$ cat config.mk
export PLATFORM = sky130hd
export DESIGN_NAME = chn_in_pkt_buffer
export DESIGN_NICKNAME = d
export VERILOG_FILES = /design/src/rtl/chn_in_pkt_buffer.sv
export SDC_FILE = /design/constraint.sdc
export NUM_CORES = 1
export LEC_CHECK = 0
export CAP_MARGIN = 20
export CORE_MARGIN = 4
export CORE_UTILIZATION = 55
export CTS_BUF_LIST = sky130_fd_sc_hd__clkbuf_8
export DETAILED_ROUTE_END_ITERATION = 10
export GPL_ROUTABILITY_DRIVEN = 0
export PLACE_DENSITY = 0.8
export SLEW_MARGIN = 10
export SYNTH_ARGS = -nofsm -noshare
export SYNTH_HDL_FRONTEND = slang
export SYNTH_SLANG_ARGS = --single-unit
export TNS_END_PERCENT = 100
$ cat constraint.sdc
create_clock -name clk -period 14.5 [get_ports clk]
set_clock_uncertainty 0.15 [all_clocks]
set_input_delay 3.625 -clock clk [delete_from_list [all_inputs] [get_ports clk]]
set_output_delay 3.625 -clock clk [all_outputs]
set_load 0.005 [all_outputs]
$ cat src/rtl/chn_in_pkt_buffer.sv
// chn_in_pkt_buffer: speculative packet writer into a show-ahead FIFO; only complete, valid packets become visible.
// Define CHN_IN_PARITY_EN to require a trailing XOR parity beat per packet.
module chn_in_pkt_buffer #(
  parameter int DATA_SIZE       = 8,
  parameter int PKT_LENGTH_BITS = 5,
  parameter int PKT_ADDR_BITS   = DATA_SIZE - PKT_LENGTH_BITS,
  parameter int NUM_CHN         = 4,
  parameter int FIFO_DEPTH      = 64
) (
  input  logic                 clk,
  input  logic                 rst,
  input  logic                 chn_en,
  input  logic [DATA_SIZE-1:0] data_in,
  input  logic                 clr_errors,
  output logic [DATA_SIZE-1:0] data_out,
  output logic                 data_out_valid,
  input  logic                 data_out_rdy,
  output logic                 busy,
  output logic                 pkt_to_fifo_en,
  output logic                 error,
  output logic [3:0]           err_status
);
  localparam int AW = $clog2(FIFO_DEPTH);
  typedef enum logic [1:0] {IDLE, PAYLOAD, PARITY, DROP} state_t;
  state_t state, state_n;
  logic [DATA_SIZE-1:0] mem [FIFO_DEPTH];
  logic [AW:0] wr_ptr, sp_ptr, rd_ptr, sp_nxt, used;
  logic [PKT_LENGTH_BITS-1:0] rem, hdr_len;
  logic [PKT_ADDR_BITS-1:0] hdr_addr;
  logic [3:0] err, err_set;
  logic prev_en, wr_en, commit, rollback, pop, bad_hdr, no_room;
`ifdef CHN_IN_PARITY_EN
  logic [DATA_SIZE-1:0] par;
`endif
  assign hdr_len = data_in[PKT_LENGTH_BITS-1:0];
  assign hdr_addr = data_in[DATA_SIZE-1:PKT_LENGTH_BITS];
  assign used = sp_ptr - rd_ptr;
  assign bad_hdr = hdr_len == '0 || {1'b0, hdr_addr} >= (PKT_ADDR_BITS+1)'(NUM_CHN);
  assign no_room = ({1'b0, used} + (AW+2)'(hdr_len) + (AW+2)'(1)) > (AW+2)'(FIFO_DEPTH);
  assign data_out_valid = wr_ptr != rd_ptr;
  assign data_out = data_out_valid ? mem[rd_ptr[AW-1:0]] : '0;
  assign pop = data_out_valid && data_out_rdy;
  assign sp_nxt = rollback ? wr_ptr : sp_ptr + {{AW{1'b0}}, wr_en};
  assign busy = state != IDLE;
  assign err_status = err;
  assign error = |err;
  assign pkt_to_fifo_en = commit;
  always_comb begin
    state_n = state;
    wr_en = 1'b0;
    commit = 1'b0;
    rollback = 1'b0;
    err_set = 4'b0;
    case (state)
      IDLE:
        if (chn_en && !prev_en) begin
          err_set[1] = bad_hdr;
          err_set[2] = !bad_hdr && no_room;
          wr_en = !bad_hdr && !no_room;
          state_n = wr_en ? PAYLOAD : DROP;
        end
      PAYLOAD:
        if (!chn_en) begin
          rollback = 1'b1;
          err_set[3] = 1'b1;
          state_n = IDLE;
        end else begin
          wr_en = 1'b1;
          if (rem == PKT_LENGTH_BITS'(1)) begin
`ifdef CHN_IN_PARITY_EN
            state_n = PARITY;
`else
            commit = 1'b1;
            state_n = IDLE;
`endif
          end
        end
`ifdef CHN_IN_PARITY_EN
      PARITY: begin
        commit = chn_en && data_in == par;
        rollback = !commit;
        err_set[3] = !chn_en;
        err_set[0] = chn_en && data_in != par;
        state_n = IDLE;
      end
`endif
      DROP: state_n = chn_en ? DROP : IDLE;
      default: state_n = IDLE;
    endcase
  end
  always_ff @(posedge clk or posedge rst)
    if (rst) begin
      state <= IDLE;
      wr_ptr <= '0;
      sp_ptr <= '0;
      rd_ptr <= '0;
      rem <= '0;
      prev_en <= 1'b0;
      err <= '0;
`ifdef CHN_IN_PARITY_EN
      par <= '0;
`endif
    end else begin
      state <= state_n;
      prev_en <= chn_en;
      sp_ptr <= sp_nxt;
      wr_ptr <= commit ? sp_nxt : wr_ptr;
      rd_ptr <= rd_ptr + {{AW{1'b0}}, pop};
      err <= (clr_errors ? 4'b0 : err) | err_set;
      if (wr_en) rem <= state == IDLE ? hdr_len : rem - 1'b1;
`ifdef CHN_IN_PARITY_EN
      if (wr_en) par <= state == IDLE ? data_in : par ^ data_in;
`endif
    end
  always_ff @(posedge clk)
    if (wr_en) mem[sp_ptr[AW-1:0]] <= data_in;
endmodule

After elaboration in Yosys (flattened, before gate mapping)
Memories as Yosys holds them, arrays and structs flattened.
Cells that the tools add are included.
{ "op_classes": {"bitwise_logic": 1, "n_mux": 22, "n_lt_le_gt_ge": 2, "n_eq_ne": 6, "addsub": 6, "n_reduce_logical": 13} }
{ "ops": {"columns": ["op", "count"], "rows": [
  ["adder 7 x 1 -> 7 bit", 2],
  ["2-to-1 mux 2 bit", 7],
  ["2-to-1 mux 1 bit", 9],
  ["adder 7 x 5 -> 8 bit", 1],
  ["adder 8 x 1 -> 8 bit (second input constant)", 1],
  ["greater-than comparator 8 x 7 -> 1 bit (second input constant)", 1],
  ["2-to-1 mux 8 bit", 1],
  ["2-to-1 mux 7 bit", 1],
  ["inequality test 7 bit", 1],
  ["subtractor 7 bit", 1],
  ["one-hot mux 2 bit (3 select lines)", 1],
  ["equality test 5 x 1 -> 1 bit (second input constant)", 1],
  ["zero test 5 bit", 1],
  ["2-to-1 mux 5 bit", 1],
  ["subtractor 5 x 1 -> 5 bit (second input constant)", 1],
  ["logical AND 1 bit", 4],
  ["2-to-1 mux 4 bit", 1],
  ["bitwise OR 4 bit", 1],
  ["OR reduction 4 bit", 1],
  [">= comparator 3 bit (second input constant)", 1],
  ["zero test 1 bit", 3],
  ["inequality test 3 bit (second input constant)", 1],
  ["equality test 2 x 1 -> 1 bit (second input constant)", 1],
  ["equality test 2 bit (second input constant)", 1],
  ["6 further kinds", 6]
]} }
{ "totals": {"wordCells": 58, "out_inout_bits": 16, "ff_bits": 33, "input_bits": 13, "n_memories": 1, "ramBits": 512} }
{ "mem_list": {"columns": ["memory", "words", "width", "read_ports", "rd_clocked_by_memory_dff", "write_ports", "line", "source"], "rows": [
  ["mem", 64, 8, 1, 0, 1, "26", "logic [DATA_SIZE-1:0] mem [FIFO_DEPTH];"]
]} }

Depth between registers and ports, before layout
Gate-level depths: netlist of the first run.
{ "depth": {"word_depth": 10, "mapped_depth": 26, "ltp_nobuf": 22} }

Worst setup path before layout of the first run
OpenSTA, ideal clock, no wires.
{ "synth_path": {"kind": "input -> output", "from": "input port chn_en", "to": "output port pkt_to_fifo_en", "arrival_ps": 3909, "stages": 2, "slack_ps": 6816, "path_buffers": 0, "cell_sequence": "nand4_1 > clkinv_1"} }
{ "synth_between": {"elab_chain_len": 2} }
{ "synth_lines": {"columns": ["element", "line", "source"], "rows": [
  ["from (decl)", "12", "input logic chn_en,"],
  ["2-to-1 mux 1 bit", "63", "if (!chn_en) begin"],
  ["2-to-1 mux 1 bit", "54", "case (state)"],
  ["to (decl)", "19", "output logic pkt_to_fifo_en,"]
]} }
No other way between the ends.

Worst setup path after layout of the first run
Same ends and word-level chain as after synthesis.

==> results of run 1 <==
==> path summary, 6_finish.rpt <==
check,endpoint
worst max-delay path,pkt_to_fifo_en
worst min-delay path,err_status[3]
worst max register to register,wr_ptr[6]
worst min register to register,err_status[3]
max in group asynchronous,rd_ptr[1]
min in group asynchronous,rd_ptr[6]
==> routing by layer <==
layer / part of all wire, % / wire, um / up-vias
met1: 39 / 18600 / 5784
met3: 9.8 / 4730 / 81
li1: - / - / 4709
met2: 49 / 23600 / 612
met5: 0 / 0 / -
met4: 2.4 / 1150 / 0
==> through the flow <==
step | utilization (%) | instances | area [sq um] | power (mW)
3_3_place_gp | 58.0 | 1596 | 23100 | 3.33
2_1_floorplan | - | 1075 | 22200 | 2.88
5_1_grt | 62.4 | 1778 | 24800 | 4.68
3_5_place_dp | 58.3 | 1615 | 23200 | 3.36
6_report | 62.4 | 1778 | 24800 | 4.48
4_1_cts | 62.1 | 1762 | 24700 | 4.50
==> flip-flops by register name, summed over array words and instances, names as in the netlist <==
signal,cells
err_status,3
mem,512
prev_en,1
rd_ptr,7
rem,5
sp_ptr,7
state,2
wr_ptr,7
==> critical path, cell delays in order <==
cell and delay [ns]:
clkdlybuf4s50_1 0.56, nand4_1 0.19, clkinv_1 0.21, clkdlybuf4s50_1 0.54
==> cells by family (layout without fill, tap and decap cells) <==
| kind of cell | after synthesis | in the layout |
|---|---|---|
| AO/OA/AOI/OAI | 56 | 56 |
| XOR/XNOR | 21 | 21 |
| adder cells (fa/ha/maj) | 23 | 23 |
| buffers and inverters | 82 | 260 |
| flip-flops | 544 | 544 |
| multiplexers | 180 | 180 |
| other | 1 | 1 |
| AND/OR/NAND/NOR | 168 | 168 |
==> cells in the final DEF, fill, tap and decap left out, drive strengths merged, types with 9 or more instances in the layout <==
cell type      instances
nor2b                 12
edfxtp               512
nor3                  75
xnor2                 12
buf                   67
nor2                  20
dfrtp                 32
clkdlybuf4s50         19
ha                    21
mux2                  10
clkinv                24
mux4                 168
xor2                   9
nand2                 20
o21ai                  9
clkbuf                92
a21oi                 12
nand3                 11
inv                   56
==> layout make-up <==
class | instances | share of cell area, %
repair buffers | 91 | 2.71
clock buffers | 87 | 4.82
inverters | 22 | 0.333
multi-input cells | 449 | 23.1
well taps | 525 | 2.64
flip-flops and latches | 544 | 65.2
clock inverters | 60 | 1.20
==> power groups by stage <==
stage,registers [mW],clock network (mW),logic (mW)
6_report,1.87,1.15,1.46
4_1_cts,1.87,1.17,1.47
3_3_place_gp,1.90,0,1.43
2_1_floorplan,1.80,0,1.08
3_5_place_dp,1.90,0,1.46
5_1_grt,1.88,1.25,1.55
==> results.md, run 1 <==
- Run status: finished clean
- Width of the die: 209 um
- Register area share after synthesis: 72.7%
- Largest cells by area after synthesis: edfxtp_1 (69%), mux4_2 (17%), dfrtp_1 (3.6%)
- Antenna diode count: 0
- Final Setup Violations: 0
- Post-CTS Setup Repair Bufs: 0
- Initial DRT Pass Iterations: 5
- Xor/xnor share of the synthesized area: 0.827%
- Synthesized instance count: 1,075
- Wirelength, routed: 48,000 um
- First-pass GRT wire length: 72,800 um
- Initial antenna violation count: 0
- Final hold vios: 0
- Hold Crit Class: register to register
- Critical R2R Launch: rd_ptr[0]
- Die Ht: 209 um
- Post-route ant nets: 0
- Routed wire per std cell: 27.0 um
- Area taken by multi-input logic gates: 5740 sq um
- DP Wirelength: 28,800 um
- Worst Path Required: 10.72 ns
- Post-route clock period utilization: 61.4%
- Final max-slew violation count: 0
- Setup ws final: 5.60 ns
- Synth top area share: 69.1%
- Cell taking the most area after synthesis: edfxtp_1
- Met1 Use GR: 32.3%
- Syn Nets: 1,111
- Async S/R FF share, synth: 5.88%
- Residual DRC: 0
- Synth top cells by count: edfxtp_1 (512), mux4_2 (168), nor3_1 (66)
- WHS: 0.362 ns
- Fin nets: 1,228
- TritonCTS Buffers: 84
- Worst skew pair latency: 0.64 ns
- Pre-CTS WS: 5.62 ns
- Post-route minimum period: 8.90 ns
- DR vias: 11.2k
- P_leak: 8.14 nW
- Grt met2 use: 34.5%
- Gr usage total: 22.3%
- Setup TNS: 0 ns
- Die area: 43,700 sq um
- Core Rows: 73
- Final-layout fill cell count: 2,727
- Hold_buf cts: 0
- Largest family of logic cells by synthesized area: multiplexers
- Largest net degree at the start of global routing: 72
- Syn Area/Cell: 20.7 sq um
- Power share of the sequential group: 41.7%
- Clk root buf: clkbuf_8
- I/O Buffers: 27
- Clk slew on worst S/H paths: 0.06 ns
- Most common cell in the synthesized netlist: edfxtp_1
- CTS tree: built
- RSZ-0062 raised after global routing: false
- Core Region: 39,800 sq um
- Setup CP Type: input port to primary output
- Clock power share: 25.7%
- Adder-cell share of the synthesized area: 1.36%
- Netlist cell types: 58
- Startpoint Class: input port
- VDD IR max: 0.106 mV
- Mapped cell area: 22,200 sq um
- Post-synthesis mux area share: 17.6%
- Fmax: 112 MHz
- Compound-Gate Fraction of Synth Area: 1.77%
- Worst Setup SP: chn_en
- Hold Path Origin: err_status[3]
- Largest fanout on the critical path: 6
- Power Dens Cells: 180 nW/um^2
- Slew @ Worst Pin: 1.11 ns
- P_sw: 1.41 mW
- R2R setup slack: 7.50 ns
- DR vias/cell: 6.29
- Share of cells above drive strength 1: 30.1%
- Initial Util: 55.9%
- FF-to-FF path depth: 22
- Gr ovfl total: 0
- Reg area: 16,200 sq um
- Htree depth: 3
- GR Layer Usage met3: 5.39%
- Worst Setup End Kind: primary output
- Worst hold path cell count: 1
- DRT iter0 DRCs: 1,121
- Number of max-cap violations: 0
- Post-Synth Simple-Gate Area: 4.07%
- I/O pin count: 29
- CP arrival: 5.12 ns
- Sw Ratio: 31.5%
- Internal Power: 3.07 mW
- Combinational Power Share: 32.6%
- Vias in the first global route: 11.4k
- Ys flop type: edfxtp_1
- Area Growth Syn to Fin: 11.7%
- EDFF count, synth: 512
- Slew margin rel.: 25.2%
- Layer with the highest usage: met2
- Clock Tree Buf Depth: 3
- # clock sinks: 544
- Synth warn: 0
- CTS resizes: 0
- Flops & latches, synth: 544
(Power assumes the default switching activity.)
==> run 2, diff against run 1 <==
--- a/config.mk
+++ b/config.mk
@@ -11,7 +11,7 @@
 export CTS_BUF_LIST = sky130_fd_sc_hd__clkbuf_8
 export DETAILED_ROUTE_END_ITERATION = 10
 export GPL_ROUTABILITY_DRIVEN = 0
-export PLACE_DENSITY = 0.8
+export PLACE_DENSITY = 0.83
 export SLEW_MARGIN = 10
 export SYNTH_ARGS = -nofsm -noshare
 export SYNTH_HDL_FRONTEND = slang
==> constraint.sdc (replaced) <==
create_clock -name clk -period 7.5 [get_ports clk]
set_clock_uncertainty 0.15 [all_clocks]
set_input_delay 1.875 -clock clk [delete_from_list [all_inputs] [get_ports clk]]
set_output_delay 1.875 -clock clk [all_outputs]
set_load 0.005 [all_outputs]
==> results.md, run 2 (same netlist as run 1, synthesis figures left out) <==
- Run status: finished clean
- Final max-slew violation count: 0
- Final hold vios: 0
- Post-Place Cells: 1,629
- First-pass GRT wire length: 75,500 um
- Gr ovfl total: 0
- Htree depth: 3
- # clock sinks: 544
- Post-CTS Setup Repair Bufs: 0
- Post-route design area: 24,900 sq um
- Largest fanout on the critical path: 54
- Setup ws final: 1.14 ns
- Initial Util: 55.9%
- Combinational Power Share: 34.1%
- CTS tree: built
- Initial DRT Pass Iterations: 5
- Hold_buf cts: 0
- Post-route ant nets: 0
- Leading cell type in the layout, fill and taps excluded: edfxtp_1
- Total Power: 8.74 mW
- Hold Crit Class: register to register
- Final-layout fill cell count: 2,668
- Clock power share: 25.5%
- Post-route minimum period: 6.36 ns
- Clk root buf: clkbuf_8
- Core Rows: 73
- Fmax: 157 MHz
- Antenna diode count: 0
- Slew @ Worst Pin: 1.08 ns
- I/O pin count: 29
- VDD IR max: 0.252 mV
- TritonCTS Buffers: 83
- DRT iter0 DRCs: 1,388
- Area Growth Syn to Fin: 12.1%
- P_sw: 2.78 mW
- Commonest cells after routing, fill and taps aside: edfxtp_1 (512), mux4_2 (168), clkbuf_8 (84)
- RSZ-0062 raised after global routing: false
- CTS resizes: 0
- Post-route clock period utilization: 84.8%
- Wirelength, routed: 49,800 um
- DP Area: 23,400 sq um
- Vias in the first global route: 11.7k
- Share of cells above drive strength 1: 30.4%
- Clock Tree Buf Depth: 3
- Number of max-cap violations: 0
- Count of non-filler cells in the finished layout: 1,783
- CP arrival: 4.33 ns
- Width of the die: 209 um
- Routed wire per std cell: 27.9 um
- Power share of the sequential group: 40.4%
- DR vias/cell: 6.40
- Startpoint Class: register
- Setup TNS: 0 ns
- DP Wirelength: 30,400 um
- Initial antenna violation count: 1
- Max FFs per register: 512
- Slew margin rel.: 27.4%
- Gr usage total: 23.2%
- Fin nets: 1,232
- Worst skew pair latency: 0.63 ns
- P_leak: 8.14 nW
- Sw Ratio: 31.8%
- Largest net degree at the start of global routing: 133
- Clk slew on worst S/H paths: 0.07 ns
- Power Dens Cells: 350 nW/um^2
- Die area: 43,700 sq um
- Core Region: 39,800 sq um
- Final Setup Violations: 0
- Residual DRC: 0
- DR vias: 11.4k
- Die Ht: 209 um
- Internal Power: 5.96 mW
- I/O Buffers: 27
- Worst Setup End Kind: primary output
- Pre-CTS WS: 1.28 ns
- Setup CP Type: register to primary output
- Worst Path Required: 5.48 ns
## run 2: metal layers
metal	global-route usage, %	routed length (um)	up-vias
li1	-	-	4718
met1	33.5	19000	5905
met2	35.7	23700	684
met3	4.94	5170	107
met4	8.87	1880	0
met5	0	0	-
## run 2: final cells by class
type / instances / area [sq um] / area share [%]
Sequential cell: 544 / 16200 / 64.9
Clock inverter: 63 / 328 / 1.32
Clock buffer: 84 / 1160 / 4.64
Tap cell: 525 / 657 / 2.64
Inverter: 22 / 82.6 / 0.331
Timing Repair Buffer: 96 / 796 / 3.19
Multi-Input combinational cell: 449 / 5720 / 23.0
## run 2: per-stage QoR
step                hold slack (ns)  util [%]
floorplan                     0.327         -
global placement              0.375      58.6
detailed placement            0.382      58.7
CTS                           0.393      62.5
global route                  0.421      62.6
finish                        0.396      62.6
## run 2: critical path, cell delays in order, from the launching register on
cell	delay (ns)
dfrtp_4	0.93
buf_12	0.44
mux4_2	0.57
mux4_2	0.57
mux4_2	0.48
nor2b_1	0.18
clkdlybuf4s50_1	0.45
## run 2: power groups by stage
stage                     clock (mW)  sequential [mW]  combinational [mW]
after floorplan                    0             3.48                2.08
after global placement             0             3.59                2.91
after detailed placement           0             3.60                2.97
after CTS                       2.27             3.53                2.98
after global routing            2.41             3.55                3.15
final                           2.22             3.53                2.98
## run 2: worst paths after layout
path | slack (ns) | depth (start not counted) | end | startpoint
worst min register to register | 0.40 | 1 | rem[1] | rem[1]
min in group asynchronous | 1.51 | 3 | rd_ptr[0] | rst
worst max register to register | 1.38 | 17 | wr_ptr[4] | rd_ptr[0]
worst max-delay path | 1.14 | 6 | data_out[5] | rd_ptr[0]
worst min-delay path | 0.40 | 1 | rem[1] | rem[1]
max in group asynchronous | 5.31 | 3 | rd_ptr[1] | rst
==> run 3, diff against run 2 <==
==> constraint.sdc (replaced) <==
create_clock -name clk -period 5.8 [get_ports clk]
set_clock_uncertainty 0.15 [all_clocks]
set_input_delay 1.45 -clock clk [delete_from_list [all_inputs] [get_ports clk]]
set_output_delay 1.45 -clock clk [all_outputs]
set_load 0.005 [all_outputs]
==> results.md, run 3 (same netlist as run 1, synthesis figures left out) <==
- Run status: finished clean
- P_leak: 8.30 nW
- DRT iter0 DRCs: 1,318
- Hold Path Origin: rd_ptr[4]
- CTS tree: built
- CTS resizes: 0
- Met2 wire length: 24,300 um
- DP Wirelength: 31,200 um
- Hold_buf cts: 0
- Number of max-cap violations: 0
- Post-route ant nets: 0
- Final hold vios: 0
- Vias in the first global route: 11.7k
- Clk root buf: clkbuf_8
- R2R setup slack: 0.79 ns
- Post-route minimum period: 5.59 ns
- TritonCTS Buffers: 84
- Worst Path Required: 4.20 ns
- I/O pin count: 29
- Largest net degree at the start of global routing: 69
- Final max-slew violation count: 0
- Combinational Power Share: 34.2%
- Final Setup Violations: 0
- Antenna diode count: 0
- CP arrival: 3.99 ns
- Internal Power: 7.84 mW
- Largest fanout on the critical path: 35
- Leading cell type in the layout, fill and taps excluded: edfxtp_1
- Worst Setup End Kind: primary output
- Count of non-filler cells in the finished layout: 1,798
- Core Region: 39,800 sq um
- Hold Crit Class: register to register
- Post-layout util: 63.2%
- Setup CP Type: register to primary output
- Worst reg2reg endpoint: mem[15][5]
- Fmax: 179 MHz
- Worst hold path cell count: 1
- Post-route clock period utilization: 96.4%
- VDD IR max: 0.313 mV
- Width of the die: 209 um
- Power share of the sequential group: 39.7%
- Setup TNS: 0 ns
- I/O Buffers: 27
- Max FFs per register: 512
- Slew margin rel.: 41.2%
- WHS: 0.394 ns
- Initial antenna violation count: 1
- Post-Place Cells: 1,654
- Wirelength, routed: 49,300 um
- Clk slew on worst S/H paths: 0.06 ns
- Met3 Wirelength: 4510 um
- Htree depth: 3
- Fin nets: 1,252
- Initial DRT Pass Iterations: 5
- Die area: 43,700 sq um
- Worst skew pair latency: 0.66 ns
- FF-to-FF path depth: 16
- Core Rows: 73
- Clock power share: 26.1%
- Routed wire per std cell: 27.4 um
- Area Growth Syn to Fin: 13.1%
- Sw Ratio: 31.3%
- Commonest cells after routing, fill and taps aside: edfxtp_1 (512), mux4_2 (168), clkbuf_8 (90)
- Gr ovfl total: 0
- DR vias/cell: 6.29
- Residual DRC: 0
- # clock sinks: 544
- Power Dens Cells: 454 nW/um^2
- Startpoint Class: register
- Die Ht: 209 um
- Slew @ Worst Pin: 0.880 ns
- Clock Tree Buf Depth: 3
- Top sig layer: met5
- Gr usage total: 23.2%
- RSZ-0062 raised after global routing: false
- Hold path endpoint: rd_ptr[4]
- P_sw: 3.57 mW
- Initial Util: 55.9%
- Post-CTS Setup Repair Bufs: 0
- Met1 WL: 19,200 um
- First-pass GRT wire length: 75,300 um
- Share of cells above drive strength 1: 31.7%
- DR vias: 11.3k
- Critical R2R Launch: rd_ptr[0]
## run 3: cell count changes in the layout (fill, tap and decap cells not counted), moves of 2 or more
cell,delta
clkinv_1,-15
clkbuf_8,+6
clkinv_2,-3
inv_1,+8
buf_4,+24
buf_2,-5
inv_6,-2
## run 3: worst max path at each step
stage | startpoint | to | slack, ns | cells past startpoint
2_1_floorplan | rd_ptr[1] | wr_ptr[6] | 0.55 | 25
3_3_place_gp | data_in[0] | wr_ptr[6] | 0.68 | 18
3_5_place_dp | data_in[0] | mem[15][0] | 0.59 | 13
4_1_cts | rd_ptr[0] | data_out[6] | 0.11 | 6
5_1_grt | rd_ptr[0] | data_out[5] | 0.02 | 6
6_report | rd_ptr[0] | data_out[0] | 0.21 | 6
## run 3: routing by layer
metal / track usage (%) / vias up
li1: - / 4754
met4: 7.00 / 2
met5: 0 / -
met3: 5.54 / 97
met2: 36.4 / 611
met1: 33.2 / 5852
## run 3: final cells by class
class                   count  area [sq um]
inverters                  22          82.6
well taps                 525           657
repair buffers            115           966
clock inverters            53           310
multi-input cells         449          5720
flip-flops and latches    544         16200
fillers                  2663         14700
clock buffers              90          1240
## run 3: metrics by stage
step                      worst slack (ns)  power (mW)  instance area [sq um]
after detailed placement             0.586        8.51                  23600
after global routing                0.0192        11.9                  25200
final                                0.209        11.4                  25200
after floorplan                      0.547        7.20                  22200
after CTS                            0.112        11.5                  25100
after global placement               0.676        8.43                  23600
## run 3: power groups by stage
stage | sequential [mW] | combinational [mW] | clock (mW)
final | 4.53 | 3.90 | 2.98
after global routing | 4.54 | 4.15 | 3.24
after CTS | 4.53 | 3.92 | 3.04
after detailed placement | 4.61 | 3.90 | 0
after global placement | 4.60 | 3.83 | 0
after floorplan | 4.50 | 2.70 | 0
## run 3: worst max-delay path, cell delays in order, from the launching register on
cell             delay (ns)
dfrtp_4                0.70
buf_12                 0.33
mux4_2                 0.58
mux4_2                 0.59
mux4_2                 0.49
nor2b_1                0.17
clkdlybuf4s50_1        0.45
